===== config.mk =====
export PLATFORM = sky130hd
export DESIGN_NAME = logic_gate_timed
export DESIGN_NICKNAME = d
export VERILOG_FILES = /design/src/rtl/logic_gate_timed_pkg.sv /design/src/rtl/logic_gate_timed_eval.sv /design/src/rtl/logic_gate_timed.sv
export SDC_FILE = /design/constraint.sdc
export NUM_CORES = 1
export LEC_CHECK = 0
export ABC_AREA = 1
export CORE_AREA = 3 3 40 42
export DETAILED_ROUTE_END_ITERATION = 8
export DIE_AREA = 0 0 43 45
export MAX_ROUTING_LAYER = met4
export PLACE_DENSITY = 0.46
export REMOVE_ABC_BUFFERS = 1
export SYNTH_ARGS = -nofsm -noshare
export SYNTH_HDL_FRONTEND = slang
export SYNTH_SLANG_ARGS = --single-unit

===== constraint.sdc =====
create_clock -name clk -period 0.8 [get_ports clk]
set_input_delay 0.12 -clock clk [delete_from_list [all_inputs] [get_ports clk]]
set_output_delay 0.12 -clock clk [all_outputs]
set_load 0.05 [all_outputs]

===== src/rtl/logic_gate_timed_pkg.sv =====
// Shared definitions for the run-time selectable timed logic gate:
// gate function encoding, implicit timing-state names and parameter limits.
package logic_pkg;

  // Gate function selected by the 3-bit mode input.
  typedef enum logic [2:0] {
    LG_AND  = 3'd0,
    LG_NAND = 3'd1,
    LG_OR   = 3'd2,
    LG_NOR  = 3'd3,
    LG_XOR  = 3'd4,
    LG_XNOR = 3'd5,
    LG_BUF  = 3'd6,
    LG_INV  = 3'd7
  } lg_mode_e;

  // The timer has only two meaningful situations: nothing pending (cnt==0)
  // or a transition toward ~y being timed (cnt!=0).
  typedef enum logic {
    LG_IDLE   = 1'b0,
    LG_TIMING = 1'b1
  } lg_state_e;

  // Legal parameter ranges.
  localparam int LG_MIN_N   = 2;
  localparam int LG_MAX_N   = 16;
  localparam int LG_MINDLY  = 1;
  localparam int LG_MAXDLY  = 255;

  // Larger of two integers, used to size the delay counter.
  function automatic int lg_max(input int x, input int y);
    return (x > y) ? x : y;
  endfunction

endpackage


===== src/rtl/logic_gate_timed_eval.sv =====
// Combinational function table of the N-input gate. BUF and INV look at
// a[0] only; XOR/XNOR are odd/even parity over all inputs.
module logic_eval
  import logic_pkg::*;
#(
  parameter int N = 2
) (
  input  logic [2:0]   mode,
  input  logic [N-1:0] a,
  output logic         f
);

  // Select the gate function for the current mode.
  always_comb begin
    f = 1'b0;
    case (lg_mode_e'(mode))
      LG_AND:  f = &a;
      LG_NAND: f = ~(&a);
      LG_OR:   f = |a;
      LG_NOR:  f = ~(|a);
      LG_XOR:  f = ^a;
      LG_XNOR: f = ~(^a);
      LG_BUF:  f = a[0];
      LG_INV:  f = ~a[0];
      default: f = 1'b0;
    endcase
  end

endmodule


===== src/rtl/logic_gate_timed.sv =====
// Clocked N-input logic gate with separate rise/fall inertial delays.
// The output only moves once the evaluated function has disagreed with it
// for D consecutive enabled edges (D=RISE toward 1, D=FALL toward 0);
// shorter disagreements are swallowed and reported on a one-cycle glitch.
module logic_gate_timed
  import logic_pkg::*;
#(
  parameter int N         = 2,
  parameter int RISE      = 1,
  parameter int FALL      = 1,
  parameter bit RESET_VAL = 1'b0
) (
  input  logic         clk,
  input  logic         rst_n,
  input  logic         en,
  input  logic [2:0]   mode,
  input  logic [N-1:0] a,
  output logic         y,
  output logic         busy,
  output logic         glitch
);

  // Counter must hold the longest delay; one extra bit is kept on the
  // incremented value so the compare against the target never wraps.
  localparam int MAXD = lg_max(RISE, FALL);
  localparam int CW   = $clog2(MAXD + 1);

  localparam logic [CW:0] RISE_W = (CW+1)'(RISE);
  localparam logic [CW:0] FALL_W = (CW+1)'(FALL);
  localparam logic [CW:0] ONE_W  = (CW+1)'(1);

  // Reject illegal configurations while elaborating.
  generate
    if (N < LG_MIN_N || N > LG_MAX_N) begin : g_bad_n
      $error("logic_gate_timed: N=%0d outside 2..16", N);
    end
    if (RISE < LG_MINDLY || RISE > LG_MAXDLY) begin : g_bad_rise
      $error("logic_gate_timed: RISE=%0d outside 1..255", RISE);
    end
    if (FALL < LG_MINDLY || FALL > LG_MAXDLY) begin : g_bad_fall
      $error("logic_gate_timed: FALL=%0d outside 1..255", FALL);
    end
  endgenerate

  logic          f;
  logic          y_q, y_d;
  logic [CW-1:0] cnt_q, cnt_d;
  logic          busy_q, busy_d;
  logic          glitch_q, glitch_d;
  logic [CW:0]   cnt_inc;
  logic [CW:0]   tgt;
  lg_state_e     state;

  logic_eval #(
    .N (N)
  ) u_eval (
    .mode (mode),
    .a    (a),
    .f    (f)
  );

  // Because y is binary, any disagreement times toward ~y; the target is
  // chosen purely by the value f is heading to.
  assign tgt     = f ? RISE_W : FALL_W;
  assign cnt_inc = {1'b0, cnt_q} + ONE_W;
  assign state   = (cnt_q != '0) ? LG_TIMING : LG_IDLE;

  // Next-state: hold everything when disabled; otherwise idle, swallow,
  // commit or keep counting, in that priority.
  always_comb begin
    y_d      = y_q;
    cnt_d    = cnt_q;
    glitch_d = 1'b0;
    if (en) begin
      case (state)
        LG_IDLE: begin
          if (f != y_q) begin
            if (cnt_inc == tgt) begin
              y_d = f;
            end else begin
              cnt_d = cnt_inc[CW-1:0];
            end
          end
        end
        LG_TIMING: begin
          if (f == y_q) begin
            // Disagreement ended before the delay expired.
            cnt_d    = '0;
            glitch_d = 1'b1;
          end else if (cnt_inc == tgt) begin
            y_d   = f;
            cnt_d = '0;
          end else begin
            cnt_d = cnt_inc[CW-1:0];
          end
        end
        default: begin
          cnt_d = '0;
        end
      endcase
    end
    busy_d = (cnt_d != '0);
  end

  // State registers; reset abandons any pending transition silently.
  always_ff @(posedge clk or negedge rst_n) begin
    if (!rst_n) begin
      y_q      <= RESET_VAL;
      cnt_q    <= '0;
      busy_q   <= 1'b0;
      glitch_q <= 1'b0;
    end else begin
      y_q      <= y_d;
      cnt_q    <= cnt_d;
      busy_q   <= busy_d;
      glitch_q <= glitch_d;
    end
  end

  assign y      = y_q;
  assign busy   = busy_q;
  assign glitch = glitch_q;

endmodule


==> impl_metrics.json, run 1 <==
{
  "status": "complete, but fails checks",
  "violations": "setup timing",
  "h-tree-depth": 1,
  "cp_top_family": "flip-flops",
  "yosysSeqAreaShare_pct": 29.27,
  "synth-seq-cells": 3,
  "crit_start": "busy$_DFFE_PN0P_",
  "power.density_nw_per_um2": 1353,
  "finalNetCount": 67,
  "routedWlPerCell_um": 7.634,
  "clkPwrFrac_pct": 38.2,
  "syn_inst": 37,
  "cts_tree": "yes",
  "final_cell_mix": "9 x nand2_1, 4 x nand2_2, 4 x inv_1, 4 x nand3_2, 4 x buf_4",
  "yosysWarnings": 0,
  "grtUsageTotal_pct": 7.143,
  "power.switching_mw": 0.2202,
  "start_util_pct": 19.96,
  "die_area_um2": 1935,
  "hp-class": "input pin to asynchronous set/reset pin",
  "internal_power_mw": 0.4875,
  "cts_buffer_depth": 2,
  "syn_area_per_cell_um2": 6.932,
  "pin_count": 11,
  "p_seq_share_pct": 24.2,
  "drt_iter0_markers": 2,
  "fin_crit_sh_pct": 115.7,
  "floorplan.core_area_um2": 1285,
  "worstPathArrival_ns": 0.81,
  "syn_area_um2": 256.5,
  "utilization_pct": 40.70,
  "cp.required_ns": 0.68,
  "finalNonFillerCells": 71,
  "finalPower_mw": 0.7077,
  "synth_top_cell_by_area": "dfrtp_1",
  "crit_fanout": 3,
  "cpPeakStageDelay_ns": 0.41,
  "antenna_found_initial": 0,
  "grt_max_degree": 5,
  "rr_worst_depth": 5,
  "numPlacedInstances": 63,
  "endpoint": "busy",
  "timing.final.ws_setup_ns": -0.1252,
  "antenna_left": 0,
  "r2r_end": "glitch$_DFF_PN0_",
  "dieWidth_um": 43,
  "syn_to_final_growth_pct": 103.9,
  "grt_pass1_vias": 265,
  "peakVddDrop_uv": 463.1,
  "port-buffer-count": 10,
  "worst_pin_slew_ns": 0.1163,
  "period_minus_slack_ns": 0.9252,
  "startpoint_type": "flip-flop",
  "cts_buffers": 3,
  "timing.reg2reg.setup_slack_ns": -0.05,
  "slew_violations": 0,
  "cp_cell_sequence": "buf_12",
  "clk_pin_slew_ns": 0.04,
  "fmax_mhz": 1081,
  "final_common_cell": "nand2_1",
  "yosys-top-cells-area": "dfrtp_1 29%, nand2_1 16%, inv_1 13%",
  "hold_buffers": 0,
  "hold_slack_ns": 0.06600,
  "grt_overflow": 0,
  "final_area_um2": 523.0,
  "gp_congestion": 0.6433,
  "cp.depth": 1,
  "max-cap-violations": 0,
  "rr_startpoint": "y$_DFFE_PN0P_",
  "fp.dieH_um": 45,
  "synth_cell_types": 11,
  "setup_viol": 4,
  "fp-row-count": 13,
  "finalHoldViolations": 0,
  "rsz0062_at_grt": "yes",
  "drc": 0,
  "tns_ns": -0.3838,
  "clk_latency_ns": 0.23,
  "dpl.hpwl_um": 392.1,
  "fin_skew_ns": 0.001309,
  "timing.critical_path.buf_inv": 1,
  "swShare_pct": 31.12,
  "via_per_inst": 3.887,
  "drtPass1Iterations": 4,
  "p_comb_share_pct": 37.6,
  "cpMaxStageDelayCell": "dfrtp_1",
  "relSlewSlack_pct": 92.02,
  "post_dp_cell_area_um2": 412.9,
  "endpoint_kind": "output port",
  "wirelength_um": 542,
  "grt_pass1_wl_um": 897,
  "leakage_nw": 0.2608,
  "drive_gt1_share_pct": 53.57,
  "num_antenna_cells": 0,
  "pre_cts_ws_ns": -0.7557,
  "clock_sink_count": 3,
  "vias": 276,
  "critPathKind": "flip-flop to output port",
  "cts-root-buf": "clkbuf_4",
  "synth.top_cell.area_share_pct": 29.27
}
==> cells by family after synthesis <==
family        count (synthesis)  share of synthesized area [%]
buf+inv                      10                          14.63
fa+ha+maj                     2                          9.755
simple gates                 21                          42.44
mux                           1                          3.903
flops                         3                          29.27
==> per-layer routing <==
| metal | vias to the layer above | routed length (µm) | global-route usage, % |
|---|---|---|---|
| met2 | 12 | 283 | 11.98 |
| li1 | 147 | - | - |
| met3 | 0 | 65 | 3.984 |
| met1 | 117 | 193 | 5.109 |
| met5 | - | 0 | - |
| met4 | 0 | 0 | 7.229 |
==> power by group through the flow <==
| stage | sequential [mW] | combinational, mW | clock (mW) |
|---|---|---|---|
| 2_1_floorplan | 0.200 | 0.0772 | 0 |
| 3_3_place_gp | 0.175 | 0.201 | 0 |
| 3_5_place_dp | 0.175 | 0.200 | 0 |
| 4_1_cts | 0.170 | 0.228 | 0.285 |
| 5_1_grt | 0.172 | 0.288 | 0.302 |
| 6_report | 0.171 | 0.266 | 0.270 |
==> synth_stat cells <==
| cell type | count |
|---|---|
| mux2i_1 | 1 |
| inv_2 | 1 |
| nand2_1 | 11 |
| ha_1 | 2 |
| dfrtp_1 | 3 |
| nand2_2 | 2 |
| nand3_1 | 3 |
| nand3_2 | 3 |
| inv_1 | 9 |
| nor2_1 | 1 |
| nor2_2 | 1 |
==> sequential cells by signal, summed over array words and instances, names as in the netlist <==
register,flops
y,1
busy,1
glitch,1
==> repair_timing <==
action | CTS | global route
buffers inserted | 4 | 0
gates resized for setup | 15 | 14
pin swaps | 5 | 7
setup endpoints to repair | 5 | 6
==> cell type report <==
class	count	area, µm²
Clock buffer	4	26.28
Tap cell	15	18.77
Fill cell	132	762.0
Sequential cell	3	75.07
Inverter	10	45.04
Timing Repair Buffer	15	178.9
Multi-Input combinational cell	24	178.9
==> how the worst min path moves through the flow <==
stage	to	start	depth (start not counted)
after floorplan	busy$_DFFE_PN0P_	rst_n	0
after global placement	busy$_DFFE_PN0P_	rst_n	1
after detailed placement	y$_DFFE_PN0P_	rst_n	1
after CTS	y$_DFFE_PN0P_	rst_n	1
after global routing	y$_DFFE_PN0P_	rst_n	1
final	y$_DFFE_PN0P_	rst_n	1
Note: power is estimated with default switching activity, not from simulation.
==> run 2: changes to the inputs <==
--- a/config.mk
+++ b/config.mk
@@ -10,8 +10,8 @@
 export DETAILED_ROUTE_END_ITERATION = 8
 export DIE_AREA = 0 0 43 45
 export MAX_ROUTING_LAYER = met4
-export PLACE_DENSITY = 0.46
 export REMOVE_ABC_BUFFERS = 1
+export SKIP_CTS_REPAIR_TIMING = 1
 export SYNTH_ARGS = -nofsm -noshare
 export SYNTH_HDL_FRONTEND = slang
 export SYNTH_SLANG_ARGS = --single-unit
==> run 2 against run 1 <==
  * The run still ends with setup timing left
  * Global-route usage decreased by 1.1 points
  * Design area down 5.5%
  * Sequential share of layout area rose by 0.84 points
  * Clock power down 6%
  * Combinational power is 14% lower
  * Sequential power is essentially flat
  * Highest routed layer unchanged
==> impl_metrics.json, run 2 (synthesis results as in run 1) <==
{
  "status": "complete, but fails checks",
  "violations": "setup timing",
  "utilization_pct": 38.46,
  "grt_pass1_wl_um": 821,
  "start_util_pct": 19.96,
  "cp_top_family": "flip-flops",
  "power.density_nw_per_um2": 1332,
  "relSlewSlack_pct": 88.32,
  "rsz0062_at_grt": "yes",
  "final_cell_mix": "8 x nand2_1, 5 x nand2_2, 5 x inv_1",
  "timing.reg2reg.setup_slack_ns": -0.02,
  "pin_count": 11,
  "cts_tree": "yes",
  "wirelength_um": 531,
  "r2r_end": "y$_DFFE_PN0P_",
  "cts_buffers": 3,
  "fp.dieH_um": 45,
  "syn_to_final_growth_pct": 92.68,
  "antenna_found_initial": 0,
  "clk_latency_ns": 0.23,
  "drt_iter0_markers": 3,
  "wl_met2_um": 307,
  "grt_overflow": 0,
  "cpPeakStageDelay_ns": 0.41,
  "fin_skew_ns": 0.003875,
  "finalNonFillerCells": 68,
  "drc": 0,
  "slew_violations": 0,
  "leakage_nw": 0.2620,
  "drive_gt1_share_pct": 50.94,
  "gp_congestion": 0.6069,
  "via_per_inst": 4.103,
  "floorplan.core_area_um2": 1285,
  "h-tree-depth": 1,
  "dieWidth_um": 43,
  "rr_worst_depth": 3,
  "grtUsageTotal_pct": 6.009,
  "timing.critical_path.buf_inv": 1,
  "finalHoldViolations": 0,
  "finalNetCount": 64,
  "die_area_um2": 1935,
  "dpl.hpwl_um": 436,
  "max-cap-violations": 0,
  "cpMaxStageDelayCell": "dfrtp_1",
  "vias": 279,
  "num_antenna_cells": 0,
  "antenna_left": 0,
  "routedWlPerCell_um": 7.809,
  "setup_viol": 5,
  "dr.max_layer_used": "met3",
  "cp.required_ns": 0.68,
  "rr_startpoint": "busy$_DFFE_PN0P_",
  "final_common_cell": "nand2_1",
  "timing.final.ws_setup_ns": -0.1271,
  "cts_buffer_depth": 2,
  "clock_sink_count": 3,
  "cp_cell_sequence": "buf_12",
  "crit_fanout": 3,
  "startpoint_type": "flip-flop",
  "clk_pin_slew_ns": 0.04,
  "period_minus_slack_ns": 0.9271,
  "grt_max_degree": 5,
  "worstPathArrival_ns": 0.81,
  "fp-row-count": 13,
  "port-buffer-count": 10,
  "peakVddDrop_uv": 421.7,
  "fmax_mhz": 1079,
  "worst_pin_slew_ns": 0.1749,
  "wl_met1_um": 196,
  "critPathKind": "flip-flop to output port",
  "endpoint_kind": "output port",
  "cts-root-buf": "clkbuf_4",
  "fin_crit_sh_pct": 115.9,
  "drtPass1Iterations": 4,
  "grt_pass1_vias": 263,
  "hp-class": "input pin to asynchronous set/reset pin",
  "wl_met3_um": 27,
  "numPlacedInstances": 64
}
==> run 2: changes by cell type in the layout (fill, tap and decap cells not counted) <==
cell	delta
inv_1	+1
dlymetal6s2s_1	+2
buf_4	-2
nand2_2	+1
buf_6	-1
nand2_1	-1
ha_4	-1
ha_2	+1
inv_4	-1
dlygate4sd2_1	-2
==> run 2: power breakdown <==
part	internal (mW)	total (mW)	switching [mW]
clock network	0.186	0.255	0.0688
logic	0.116	0.230	0.114
registers	0.161	0.174	0.0122
total	0.464	0.659	0.195
==> run 2: worst max-delay path by stage <==
| stage | slack (ns) | from | to | cells past startpoint |
|---|---|---|---|---|
| after CTS | -0.52 | a[0] | glitch$_DFF_PN0_ | 11 |
| after detailed placement | -0.75 | a[0] | glitch$_DFF_PN0_ | 11 |
| final | -0.13 | y$_DFFE_PN0P_ | y | 1 |
| after floorplan | -0.24 | busy$_DFFE_PN0P_ | y$_DFFE_PN0P_ | 3 |
| after global placement | -0.73 | a[0] | glitch$_DFF_PN0_ | 11 |
| after global routing | -0.16 | a[0] | glitch$_DFF_PN0_ | 12 |
==> run 2: cell type report <==
class | instances | area, µm²
sequential | 3 | 75.07
tap | 15 | 18.77
inverter | 10 | 42.54
timing repair buffer | 12 | 160.2
clock buffer | 4 | 26.28
multi-input combinational | 24 | 171.4
fill | 127 | 790.8
==> run 2: stage by stage <==
step                      hold WS [ns]  TNS [ns]  cell area, µm²  worst slack (ns)  power [mW]
after floorplan                -0.1756   -0.5324           256.5           -0.2443      0.2768
after global placement          0.3152    -1.394           420.4           -0.7293      0.3750
after detailed placement        0.3169    -1.454           420.4           -0.7456      0.3804
after CTS                      0.07584    -1.365           446.7           -0.5245      0.6430
after global routing           0.09303   -0.6177           494.2           -0.1596      0.6915
final                          0.07599   -0.4277           494.2           -0.1271      0.6586
==> run 2: per-layer routing <==
metal	global-route usage (%)	vias up
met5	-	-
met4	7.229	0
met3	0	0
met2	10.48	8
met1	5.556	131
li1	-	140
